$ cat src/rtl/ysyx_25020047_lsu_if.sv
// Bundles the execute, write-back and data-memory handshakes of the LSU.
// The master modport is the LSU's view; slave is the surrounding pipeline and memory.
interface ysyx_25020047_lsu_if;
    logic        in_valid;
    logic        in_ready;
    logic        is_load;
    logic        is_store;
    logic [2:0]  funct3;
    logic [31:0] addr;
    logic [31:0] st_data;

    logic        out_valid;
    logic        out_ready;
    logic [31:0] memdata;
    logic        err;

    logic        mem_req_valid;
    logic        mem_req_ready;
    logic        mem_we;
    logic [31:0] mem_addr;
    logic [31:0] mem_wdata;
    logic [3:0]  mem_wmask;
    logic        mem_resp_valid;
    logic [31:0] mem_rdata;

    modport master (
        input  in_valid, is_load, is_store, funct3, addr, st_data,
        input  out_ready, mem_req_ready, mem_resp_valid, mem_rdata,
        output in_ready, out_valid, memdata, err,
        output mem_req_valid, mem_we, mem_addr, mem_wdata, mem_wmask
    );

    modport slave (
        output in_valid, is_load, is_store, funct3, addr, st_data,
        output out_ready, mem_req_ready, mem_resp_valid, mem_rdata,
        input  in_ready, out_valid, memdata, err,
        input  mem_req_valid, mem_we, mem_addr, mem_wdata, mem_wmask
    );
endinterface

$ cat src/rtl/ysyx_25020047_lsu.sv
// Load/store unit: one operation at a time, single-outstanding memory port,
// load alignment/extension and a response timeout, feeding write-back.
module ysyx_25020047_lsu #(
    parameter int unsigned TIMEOUT = 255
) (
    input logic                 clk,
    input logic                 rst_n,
    ysyx_25020047_lsu_if.master bus
);
    typedef enum logic [1:0] {IDLE, REQ, WAIT, DONE} state_t;

    state_t      state;
    logic        op_load;
    logic        op_store;
    logic [2:0]  op_funct3;
    logic [31:0] op_addr;
    logic [31:0] op_st_data;
    logic [15:0] wait_cnt;

    logic        in_ready_q;
    logic        req_valid_q;
    logic        out_valid_q;
    logic        err_q;
    logic [31:0] memdata_q;

    logic        accept;
    logic        timeout_hit;

    function automatic logic access_err(input logic ld, input logic st,
                                        input logic [2:0] f3, input logic [1:0] a);
        logic illegal;
        logic misaligned;
        if (ld)      illegal = (f3 == 3'b011) || (f3[2:1] == 2'b11);
        else if (st) illegal = f3[2] || (f3[1:0] == 2'b11);
        else         illegal = 1'b0;
        misaligned = (ld || st) &&
                     (((f3[1:0] == 2'b01) && a[0]) || ((f3[1:0] == 2'b10) && (a != 2'b00)));
        return illegal || misaligned;
    endfunction

    function automatic logic [3:0] store_mask(input logic [1:0] size, input logic [1:0] k);
        case (size)
            2'b00:   return 4'b0001 << k;
            2'b01:   return 4'b0011 << k;
            default: return 4'b1111;
        endcase
    endfunction

    // Narrow stores replicate across lanes; the mask picks the live bytes.
    function automatic logic [31:0] store_wdata(input logic [1:0] size, input logic [31:0] d);
        case (size)
            2'b00:   return {4{d[7:0]}};
            2'b01:   return {2{d[15:0]}};
            default: return d;
        endcase
    endfunction

    function automatic logic [31:0] load_align(input logic [2:0] f3, input logic [1:0] k,
                                               input logic [31:0] rdata);
        logic signed [7:0]  b;
        logic signed [15:0] h;
        logic signed [31:0] ext;
        b = 8'(rdata >> {k, 3'b000});
        h = k[1] ? rdata[31:16] : rdata[15:0];
        case (f3)
            3'b000:  ext = 32'(b);
            3'b001:  ext = 32'(h);
            3'b100:  ext = {24'b0, b};
            3'b101:  ext = {16'b0, h};
            default: ext = rdata;
        endcase
        return ext;
    endfunction

    assign accept      = bus.in_valid && in_ready_q;
    assign timeout_hit = ({1'b0, wait_cnt} + 17'd1) == 17'(TIMEOUT);

    assign bus.in_ready      = in_ready_q;
    assign bus.out_valid     = out_valid_q;
    assign bus.err           = err_q;
    assign bus.memdata       = memdata_q;
    assign bus.mem_req_valid = req_valid_q;
    // Request fields come straight from the latched operation, so they hold while REQ stalls.
    assign bus.mem_we        = req_valid_q && op_store;
    assign bus.mem_addr      = req_valid_q ? {op_addr[31:2], 2'b00} : 32'd0;
    assign bus.mem_wmask     = (req_valid_q && op_store) ? store_mask(op_funct3[1:0], op_addr[1:0]) : 4'd0;
    assign bus.mem_wdata     = (req_valid_q && op_store) ? store_wdata(op_funct3[1:0], op_st_data) : 32'd0;

    always_ff @(posedge clk or negedge rst_n) begin
        if (!rst_n) begin
            state       <= IDLE;
            op_load     <= 1'b0;
            op_store    <= 1'b0;
            op_funct3   <= 3'd0;
            op_addr     <= 32'd0;
            op_st_data  <= 32'd0;
            wait_cnt    <= 16'd0;
            in_ready_q  <= 1'b0;
            req_valid_q <= 1'b0;
            out_valid_q <= 1'b0;
            err_q       <= 1'b0;
            memdata_q   <= 32'd0;
        end else begin
            case (state)
                IDLE: begin
                    in_ready_q <= 1'b1;
                    if (accept) begin
                        op_load    <= bus.is_load;
                        op_store   <= bus.is_store;
                        op_funct3  <= bus.funct3;
                        op_addr    <= bus.addr;
                        op_st_data <= bus.st_data;
                        in_ready_q <= 1'b0;
                        if (access_err(bus.is_load, bus.is_store, bus.funct3, bus.addr[1:0])) begin
                            state       <= DONE;
                            out_valid_q <= 1'b1;
                            err_q       <= 1'b1;
                        end else if (!bus.is_load && !bus.is_store) begin
                            state       <= DONE;
                            out_valid_q <= 1'b1;
                        end else begin
                            state       <= REQ;
                            req_valid_q <= 1'b1;
                        end
                    end
                end
                REQ: begin
                    if (bus.mem_req_ready) begin
                        state       <= WAIT;
                        req_valid_q <= 1'b0;
                        wait_cnt    <= 16'd0;
                    end
                end
                WAIT: begin
                    // A response on the timeout cycle still wins.
                    if (bus.mem_resp_valid) begin
                        state       <= DONE;
                        out_valid_q <= 1'b1;
                        memdata_q   <= op_load ? load_align(op_funct3, op_addr[1:0], bus.mem_rdata) : 32'd0;
                    end else if (timeout_hit) begin
                        state       <= DONE;
                        out_valid_q <= 1'b1;
                        err_q       <= 1'b1;
                    end else begin
                        wait_cnt <= wait_cnt + 16'd1;
                    end
                end
                DONE: begin
                    if (bus.out_ready) begin
                        state       <= IDLE;
                        out_valid_q <= 1'b0;
                        err_q       <= 1'b0;
                        memdata_q   <= 32'd0;
                        in_ready_q  <= 1'b1;
                    end
                end
                default: state <= IDLE;
            endcase
        end
    end
endmodule

$ cat src/flat_wrapper.sv
// flat-port wrapper written by rule: the top's interface ports become plain ports
module ysyx_25020047_lsu_flat 
#(
    parameter int unsigned TIMEOUT = 255
)
  (clk, rst_n, bus_in_valid, bus_is_load, bus_is_store, bus_funct3, bus_addr, bus_st_data, bus_out_ready, bus_mem_req_ready, bus_mem_resp_valid, bus_mem_rdata, bus_in_ready, bus_out_valid, bus_memdata, bus_err, bus_mem_req_valid, bus_mem_we, bus_mem_addr, bus_mem_wdata, bus_mem_wmask);
  ysyx_25020047_lsu_if bus_i ();
  input logic clk;
  input logic rst_n;
  input wire logic [$bits(bus_i.in_valid)-1:0] bus_in_valid;
  input wire logic [$bits(bus_i.is_load)-1:0] bus_is_load;
  input wire logic [$bits(bus_i.is_store)-1:0] bus_is_store;
  input wire logic [$bits(bus_i.funct3)-1:0] bus_funct3;
  input wire logic [$bits(bus_i.addr)-1:0] bus_addr;
  input wire logic [$bits(bus_i.st_data)-1:0] bus_st_data;
  input wire logic [$bits(bus_i.out_ready)-1:0] bus_out_ready;
  input wire logic [$bits(bus_i.mem_req_ready)-1:0] bus_mem_req_ready;
  input wire logic [$bits(bus_i.mem_resp_valid)-1:0] bus_mem_resp_valid;
  input wire logic [$bits(bus_i.mem_rdata)-1:0] bus_mem_rdata;
  output wire logic [$bits(bus_i.in_ready)-1:0] bus_in_ready;
  output wire logic [$bits(bus_i.out_valid)-1:0] bus_out_valid;
  output wire logic [$bits(bus_i.memdata)-1:0] bus_memdata;
  output wire logic [$bits(bus_i.err)-1:0] bus_err;
  output wire logic [$bits(bus_i.mem_req_valid)-1:0] bus_mem_req_valid;
  output wire logic [$bits(bus_i.mem_we)-1:0] bus_mem_we;
  output wire logic [$bits(bus_i.mem_addr)-1:0] bus_mem_addr;
  output wire logic [$bits(bus_i.mem_wdata)-1:0] bus_mem_wdata;
  output wire logic [$bits(bus_i.mem_wmask)-1:0] bus_mem_wmask;
  assign bus_i.in_valid = bus_in_valid;
  assign bus_i.is_load = bus_is_load;
  assign bus_i.is_store = bus_is_store;
  assign bus_i.funct3 = bus_funct3;
  assign bus_i.addr = bus_addr;
  assign bus_i.st_data = bus_st_data;
  assign bus_i.out_ready = bus_out_ready;
  assign bus_i.mem_req_ready = bus_mem_req_ready;
  assign bus_i.mem_resp_valid = bus_mem_resp_valid;
  assign bus_i.mem_rdata = bus_mem_rdata;
  assign bus_in_ready = bus_i.in_ready;
  assign bus_out_valid = bus_i.out_valid;
  assign bus_memdata = bus_i.memdata;
  assign bus_err = bus_i.err;
  assign bus_mem_req_valid = bus_i.mem_req_valid;
  assign bus_mem_we = bus_i.mem_we;
  assign bus_mem_addr = bus_i.mem_addr;
  assign bus_mem_wdata = bus_i.mem_wdata;
  assign bus_mem_wmask = bus_i.mem_wmask;
  ysyx_25020047_lsu #(.TIMEOUT(TIMEOUT)) u_core (.clk(clk), .rst_n(rst_n), .bus(bus_i));
endmodule
$ cat config.mk
export PLATFORM = sky130hd
export DESIGN_NAME = ysyx_25020047_lsu_flat
export DESIGN_NICKNAME = d
export VERILOG_FILES = /design/src/rtl/ysyx_25020047_lsu_if.sv /design/src/rtl/ysyx_25020047_lsu.sv /design/src/flat_wrapper.sv
export SDC_FILE = /design/constraint.sdc
export NUM_CORES = 1
export LEC_CHECK = 0
export BUFFER_PORTS_ARGS = -buffer_cell sky130_fd_sc_hd__buf_2
export CAP_MARGIN = 30
export CELL_PAD_IN_SITES_DETAIL_PLACEMENT = 0
export CELL_PAD_IN_SITES_GLOBAL_PLACEMENT = 1
export CORE_MARGIN = 8
export CORE_UTILIZATION = 34
export CTS_BUF_LIST = sky130_fd_sc_hd__clkbuf_16
export DETAILED_ROUTE_END_ITERATION = 7
export MAX_ROUTING_LAYER = met4
export PLACE_DENSITY = 0.84
export SETUP_SLACK_MARGIN = 0.4
export SLEW_MARGIN = 15
export SYNTH_ARGS = -nofsm -noshare
export SYNTH_HDL_FRONTEND = slang
export SYNTH_SLANG_ARGS = --single-unit
$ cat constraint.sdc
create_clock -name clk -period 2.6 [get_ports clk]
set_input_delay 0 -clock clk [delete_from_list [all_inputs] [get_ports clk]]
set_output_delay 0 -clock clk [all_outputs]
set_load 0.01 [all_outputs]
==> results of run 1 <==
-- path summary, 6_finish.rpt --
kind	startpoint	end	slack, ns	cells after the start
hold reg to reg	u_core.bus.memdata[5]	u_core.bus.memdata[5]	0.48	2
hold / removal	bus_in_valid	u_core.bus.mem_req_valid	0.05	5
setup / recovery	u_core.wait_cnt[4]	u_core.state[1]	0.23	8
setup reg to reg	u_core.wait_cnt[4]	u_core.state[1]	0.23	8
min in group asynchronous	rst_n	u_core.op_st_data[21]	0.19	2
max in group asynchronous	rst_n	u_core.wait_cnt[10]	1.59	3
-- final cells by class --
class,count,area (sq um)
multi-input cells,489,3360
clock inverters,14,136
inverters,14,52.6
fillers,1633,8810
flip-flops and latches,123,3090
clock buffers,17,425
well taps,234,293
repair buffers,364,2550
-- critical path: cells and delay by family, from the launching register on --
family	cells	cell delay [ns]
buffers and inverters	1	0.14
muxes	1	0.32
DFF	1	0.42
AOI/OAI and AO/OA	3	0.77
and+or+nand+nor	3	0.60
-- layout by cell type, fill, tap and decap left out, drive strengths merged, types with 19 or more instances in the layout --
cell,n
inv,20
buf,259
dlygate4sd3,105
mux2,70
mux2i,19
dfrtp,123
nor2,54
nor2b,24
a21oi,36
o21ai,50
and2,33
nand2,87
-- flip-flops by register name, indices dropped and copies added (netlist names) --
| name | count |
|---|---|
| u_core.wait_cnt | 16 |
| u_core.bus.out_valid | 1 |
| u_core.bus.mem_req_valid | 1 |
| u_core.op_addr | 32 |
| u_core.op_load | 1 |
| u_core.state | 2 |
| u_core.op_funct3 | 3 |
| u_core.op_store | 1 |
| u_core.bus.err | 1 |
| u_core.bus.memdata | 32 |
| u_core.op_st_data | 32 |
| u_core.bus.in_ready | 1 |
-- power by group through the flow --
stage / sequential, W / clock (W) / combinational (W)
3_5_place_dp: 0.00335 / 0 / 0.00477
6_report: 0.00332 / 0.00229 / 0.00519
5_1_grt: 0.00342 / 0.00245 / 0.00568
3_3_place_gp: 0.00331 / 0 / 0.00472
4_1_cts: 0.00331 / 0.00235 / 0.00517
2_1_floorplan: 0.00317 / 0 / 0.00303
-- per-layer routing --
| metal | GRT usage | vias up | share of wire |
|---|---|---|---|
| met1 | 0.241 | 3033 | 0.45 |
| met5 | - | - | 0 |
| met2 | 0.309 | 223 | 0.48 |
| met4 | 0.0565 | 0 | 0.012 |
| met3 | 0.0566 | 18 | 0.067 |
| li1 | - | 3010 | - |
-- stage by stage --
step | instance area, sq um | power (W) | hold WS (ns) | std cells
5_1_grt | 9900 | 0.0116 | 0.0834 | 1255
3_3_place_gp | 7920 | 0.00803 | 0.150 | 1093
6_report | 9900 | 0.0108 | 0.0489 | 1255
3_5_place_dp | 7920 | 0.00811 | 0.144 | 1093
2_1_floorplan | 6530 | 0.00620 | -0.296 | 667
4_1_cts | 9840 | 0.0108 | 0.0287 | 1253
-- logic make-up (layout without fill, tap and decap cells) --
kind of cell / count (synthesis) / after routing / synth area share
compound gates: 135 / 136 / 0.131
buf+inv: 56 / 409 / 0.0343
simple gates: 250 / 250 / 0.189
mux: 89 / 89 / 0.151
xor+xnor: 6 / 6 / 0.00811
other cells: 1 / 2 / 0.000578
fa+ha+maj: 6 / 6 / 0.0116
flops: 123 / 123 / 0.475
-- timing repair --
action | in CTS | in global routing
hold buffers | 105 | 0
endpoints found under the setup margin | 16 | 56
gates resized for setup | 41 | 13
hold endpoints to repair | 163 | 0
setup buffers | 23 | 2
pin swaps | 15 | 7
gates cloned | 1 | 0
==> impl_metrics.env, run 1 <==
export IMPL_worstSetupPathType="flip-flop to flip-flop"
export IMPL_cts_tree="built"
export IMPL_cp_start_kind="flip-flop"
export IMPL_grt_usage=0.196
export IMPL_utilization=0.529
export IMPL_period_minus_slack_ns=2.37
export IMPL_power_frac_seq=0.307
export IMPL_clockPowerShare=0.212
export IMPL_n_antenna_cell=0
export IMPL_synth_warnings=0
export IMPL_synth_enable_flop_cells=0
export IMPL_boundaryPins=212
export IMPL_nets=1122
export IMPL_switching_share=0.404
export IMPL_dieArea_sq_mm=0.0237
export IMPL_finalSetupViolations=0
export IMPL_synth_cells=666
export IMPL_fp_row_count=50
export IMPL_cts_root_buf="clkbuf_16"
export IMPL_syn_to_final_growth_pct=52.7
export IMPL_clkSinkCount=123
export IMPL_status="finished, final reports clean"
export IMPL_drtIter0Drc=266
export IMPL_synthArstFlopShare=1.00
export IMPL_drive_above_1_share=0.394
export IMPL_clkTransAtPathRegs_ns=0.06
export IMPL_synth_cell_types=52
export IMPL_ctsLongestPathBuffers=2
export IMPL_slowest_stage="dfrtp_1"
export IMPL_place_congestion=0.843
export IMPL_synth_area_sq_mm=0.00648
export IMPL_ys_seq_elements=123
export IMPL_h_tree_depth=4
export IMPL_routedWlPerCell_microns=18.0
export IMPL_yosysMostFrequentCell="dfrtp_1"
export IMPL_initial_utilization=0.347
export IMPL_grt_overflow=0
export IMPL_synthTopCellsByArea="dfrtp_1 47%, mux2_2 12%, nand2_1 5.0%, o21ai_0 3.9%, nor2_1 3.1%"
export IMPL_crit_fanout=4
export IMPL_antenna_found_initial=0
export IMPL_routed_wl_microns=22600
export IMPL_finClkSkew_ns=0.0122
export IMPL_worst_path_largest_cell_delay_ns=0.42
export IMPL_vdd_drop_max_uv=708
export IMPL_cp_required_ns=2.89
export IMPL_core_area_sq_mm=0.0187
export IMPL_rsz0062_at_grt="true"
export IMPL_max_clock_freq_mhz=421
export IMPL_yosys_top_cells_count="123 x dfrtp_1, 87 x nand2_1, 70 x mux2_2, 54 x nor2_1, 50 x o21ai_0"
export IMPL_place_hpwl_microns=15200
export IMPL_dieHeight_microns=154
export IMPL_path_cells="buf_4 -> nand2_1 -> nor3_2 -> o2111ai_2 -> a2111oi_4 -> nor2_1 -> a211oi_2 -> mux2_4"
export IMPL_synth_top_area_frac=0.475
export IMPL_first_pass_iters=4
export IMPL_drc=0
export IMPL_critPathCaptureType="flip-flop"
export IMPL_vias=6284
export IMPL_p_comb_frac=0.480
export IMPL_hold_violations=0
export IMPL_arrival_ns=2.67
export IMPL_portBuffers=209
export IMPL_grt_pass1_wl_microns=36300
export IMPL_synthFlopType="dfrtp_1"
export IMPL_pwr_density_cell_mw_per_mm2=1090
export IMPL_grt_max_degree=61
export IMPL_fp_dieW_microns=154
export IMPL_synth_seq_area_share=0.475
export IMPL_maxSlewViolCount=0
export IMPL_p_int_w=0.00644
export IMPL_drv_cap=0
export IMPL_via_per_inst=5.01
export IMPL_netSwitchingPower_w=0.00436
export IMPL_grt_pass1_vias=6724
export IMPL_synth_largest_area_cell="dfrtp_1"
export IMPL_ant_nets=0
export IMPL_clock_latency_ns=0.42
export IMPL_place_ws_ns=-0.00737
export IMPL_worst_slew_pin_slew_ns=0.818
export IMPL_hold_path_class="input pin to flip-flop"
export IMPL_max_slew_margin=0.455
export IMPL_fin_crit_sh=0.913
export IMPL_fin_ws_ns=0.225
export IMPL_p_leak_nw=4.77
export IMPL_numCtsBuffers=17
export IMPL_finalSetupTns_ns=0
export IMPL_syn_avg_cell_area_sq_um=9.74
(Power assumes the default switching activity.)
==> run 2: changes to the inputs <==
- CORE_UTILIZATION: 34 -> 41
- CTS_BUF_LIST: sky130_fd_sc_hd__clkbuf_16 -> default
- PLACE_DENSITY: 0.84 -> 0.94
- clock period: 2.6 -> 3 ns (I/O delays scaled with it)
==> run 2 against run 1 <==
Compared with the run above:
- via count about the same
- utilization increased by 8.0 points
- cell count fell by 3.7%
- flip-flop and latch count did not move
- hold slack lost 0.034 ns
- clock skew decreased by 0.0018 ns
- power down 13%
- cell area is 3.7% lower
==> impl_metrics.env, run 2 (same netlist as run 1, synthesis figures left out) <==
export IMPL_status="finished, final reports clean"
export IMPL_routedWlPerCell_microns=18.2
export IMPL_syn_to_final_growth_pct=47.1
export IMPL_ctsLongestPathBuffers=2
export IMPL_finalSetupViolations=0
export IMPL_boundaryPins=212
export IMPL_vdd_drop_max_uv=582
export IMPL_drv_cap=0
export IMPL_place_hpwl_microns=14200
export IMPL_grt_usage=0.230
export IMPL_clkSinkCount=123
export IMPL_antenna_found_initial=1
export IMPL_timing_rr_start="u_core.wait_cnt[1]"
export IMPL_grt_pass1_vias=6625
export IMPL_finClkSkew_ns=0.0104
export IMPL_arrival_ns=2.80
export IMPL_cp_required_ns=3.30
export IMPL_drive_above_1_share=0.350
export IMPL_max_clock_freq_mhz=400
export IMPL_initial_utilization=0.414
export IMPL_path_cells="ha_2 -> nand3_1 -> or4_4 -> a2111oi_4 -> nor2_1 -> a211oi_2 -> mux2_2"
export IMPL_drc=0
export IMPL_placed_cells=1067
export IMPL_dieHeight_microns=142
export IMPL_core_area_sq_mm=0.0157
export IMPL_layout_commonest_cell="buf_2"
export IMPL_pwr_density_cell_mw_per_mm2=981
export IMPL_fin_crit_sh=0.834
export IMPL_min_to="u_core.op_load"
export IMPL_fp_dieW_microns=142
export IMPL_reg2reg_slack_ns=0.50
export IMPL_cts_root_buf="clkbuf_16"
export IMPL_cts_tree="built"
export IMPL_finalSetupTns_ns=0
export IMPL_grt_overflow=0
export IMPL_vias=6283
export IMPL_fillCellCount=1290
export IMPL_crit_fanout=5
export IMPL_grt_pass1_wl_microns=35500
export IMPL_dieArea_sq_mm=0.0201
export IMPL_place_congestion=0.774
export IMPL_h_tree_depth=4
export IMPL_worst_path_largest_cell_delay_ns=0.55
export IMPL_numCtsBuffers=17
export IMPL_cp_start_kind="flip-flop"
export IMPL_portBuffers=209
export IMPL_worst_slew_pin_slew_ns=0.935
export IMPL_hold_violations=0
export IMPL_cp_startpoint="u_core.wait_cnt[1]"
export IMPL_via_per_inst=5.20
export IMPL_worstHoldPathCells=3
export IMPL_routed_wl_microns=22000
export IMPL_drtIter0Drc=360
export IMPL_max_slew_margin=0.375
export IMPL_slowest_stage="or4_4"
export IMPL_p_leak_nw=4.59
export IMPL_fin_cells=1209
export IMPL_rsz0062_at_grt="true"
export IMPL_ant_nets=0
export IMPL_clock_latency_ns=0.42
export IMPL_first_pass_iters=4
export IMPL_period_minus_slack_ns=2.50
export IMPL_fin_ws_ns=0.498
export IMPL_maxSlewViolCount=0
export IMPL_r2r_cells=7
export IMPL_critPathCaptureType="flip-flop"
export IMPL_fp_row_count=46
export IMPL_grt_max_degree=69
export IMPL_clkTransAtPathRegs_ns=0.06
export IMPL_worstSetupPathType="flip-flop to flip-flop"
export IMPL_place_ws_ns=0.333
export IMPL_layout_common_cells="208 x buf_2, 121 x dfrtp_1, 106 x dlygate4sd3_1"
export IMPL_nets=1092
export IMPL_reg2reg_to="u_core.state[1]"
export IMPL_min_from="bus_in_valid"
export IMPL_hold_path_class="input pin to flip-flop"
## run 2: cell types whose count changed in the layout (fill, tap and decap cells not counted), moves of 3 or more
cell       change
buf_4         -22
dfrtp_2        -6
buf_6          -6
nand2_1        +5
bufinv_16      +3
o21ai_2        -3
nand2_2        -5
dfrtp_1        +6
o21ai_0       +10
o21ai_1        -7
## run 2: how the worst max path moves through the flow
stage               slack (ns)  cells past startpoint                  to
floorplan                 0.48                      7     u_core.state[1]
global placement          0.38                      7  u_core.wait_cnt[5]
detailed placement        0.33                      9  u_core.wait_cnt[5]
CTS                       0.43                      8     u_core.state[1]
global route              0.35                      7     u_core.state[1]
finish                    0.50                      7     u_core.state[1]
## run 2: routing by layer
layer | routed length (microns) | GRT usage | vias up | share of wire
met3 | 1610 | 0.0712 | 35 | 0.073
li1 | - | - | 2947 | -
met5 | 0 | - | - | 0
met1 | 9350 | 0.277 | 3046 | 0.43
met4 | 342 | 0.0644 | 0 | 0.016
met2 | 10700 | 0.367 | 255 | 0.49
## run 2: repair_timing
item                                   CTS  global route
endpoints found under the hold margin  144             0
setup endpoints to repair                8            17
setup buffers                            1             2
hold buffers                           106             0
resized for setup                        1             7
pin swaps                                1             1
## run 2: worst max-delay path, delay by kind of cell (launching register included)
family	cells	cell delay, ns
and+or+nand+nor	3	0.77
muxes	1	0.35
adders and majority gates	1	0.24
DFF	1	0.41
AOI/OAI and AO/OA	2	0.60
## run 2: through the flow
| stage | instance area, sq um | util | total power, W | hold WS, ns |
|---|---|---|---|---|
| floorplan | 6490 | - | 0.00536 | -0.296 |
| global placement | 7790 | 0.498 | 0.00680 | 0.0400 |
| detailed placement | 7790 | 0.498 | 0.00690 | 0.0388 |
| CTS | 9500 | 0.607 | 0.00928 | 0.00428 |
| global route | 9540 | 0.609 | 0.00996 | 0.0387 |
| finish | 9540 | 0.609 | 0.00936 | 0.0149 |
## run 2: cell type report
cell class | count | area, sq um | area share
repair buffers | 335 | 2280 | 0.240
clock buffers | 17 | 425 | 0.0446
flip-flops and latches | 123 | 3080 | 0.323
inverters | 14 | 52.6 | 0.00551
well taps | 216 | 270 | 0.0283
diodes | 1 | 2.50 | 0.000262
multi-input cells | 488 | 3210 | 0.337
clock inverters | 15 | 210 | 0.0220
## run 2: power breakdown
part	internal, W	switching [W]
Sequential	0.00233	0.000595
Clock	0.00141	0.000834
Combinational	0.00189	0.00230
Total	0.00563	0.00373
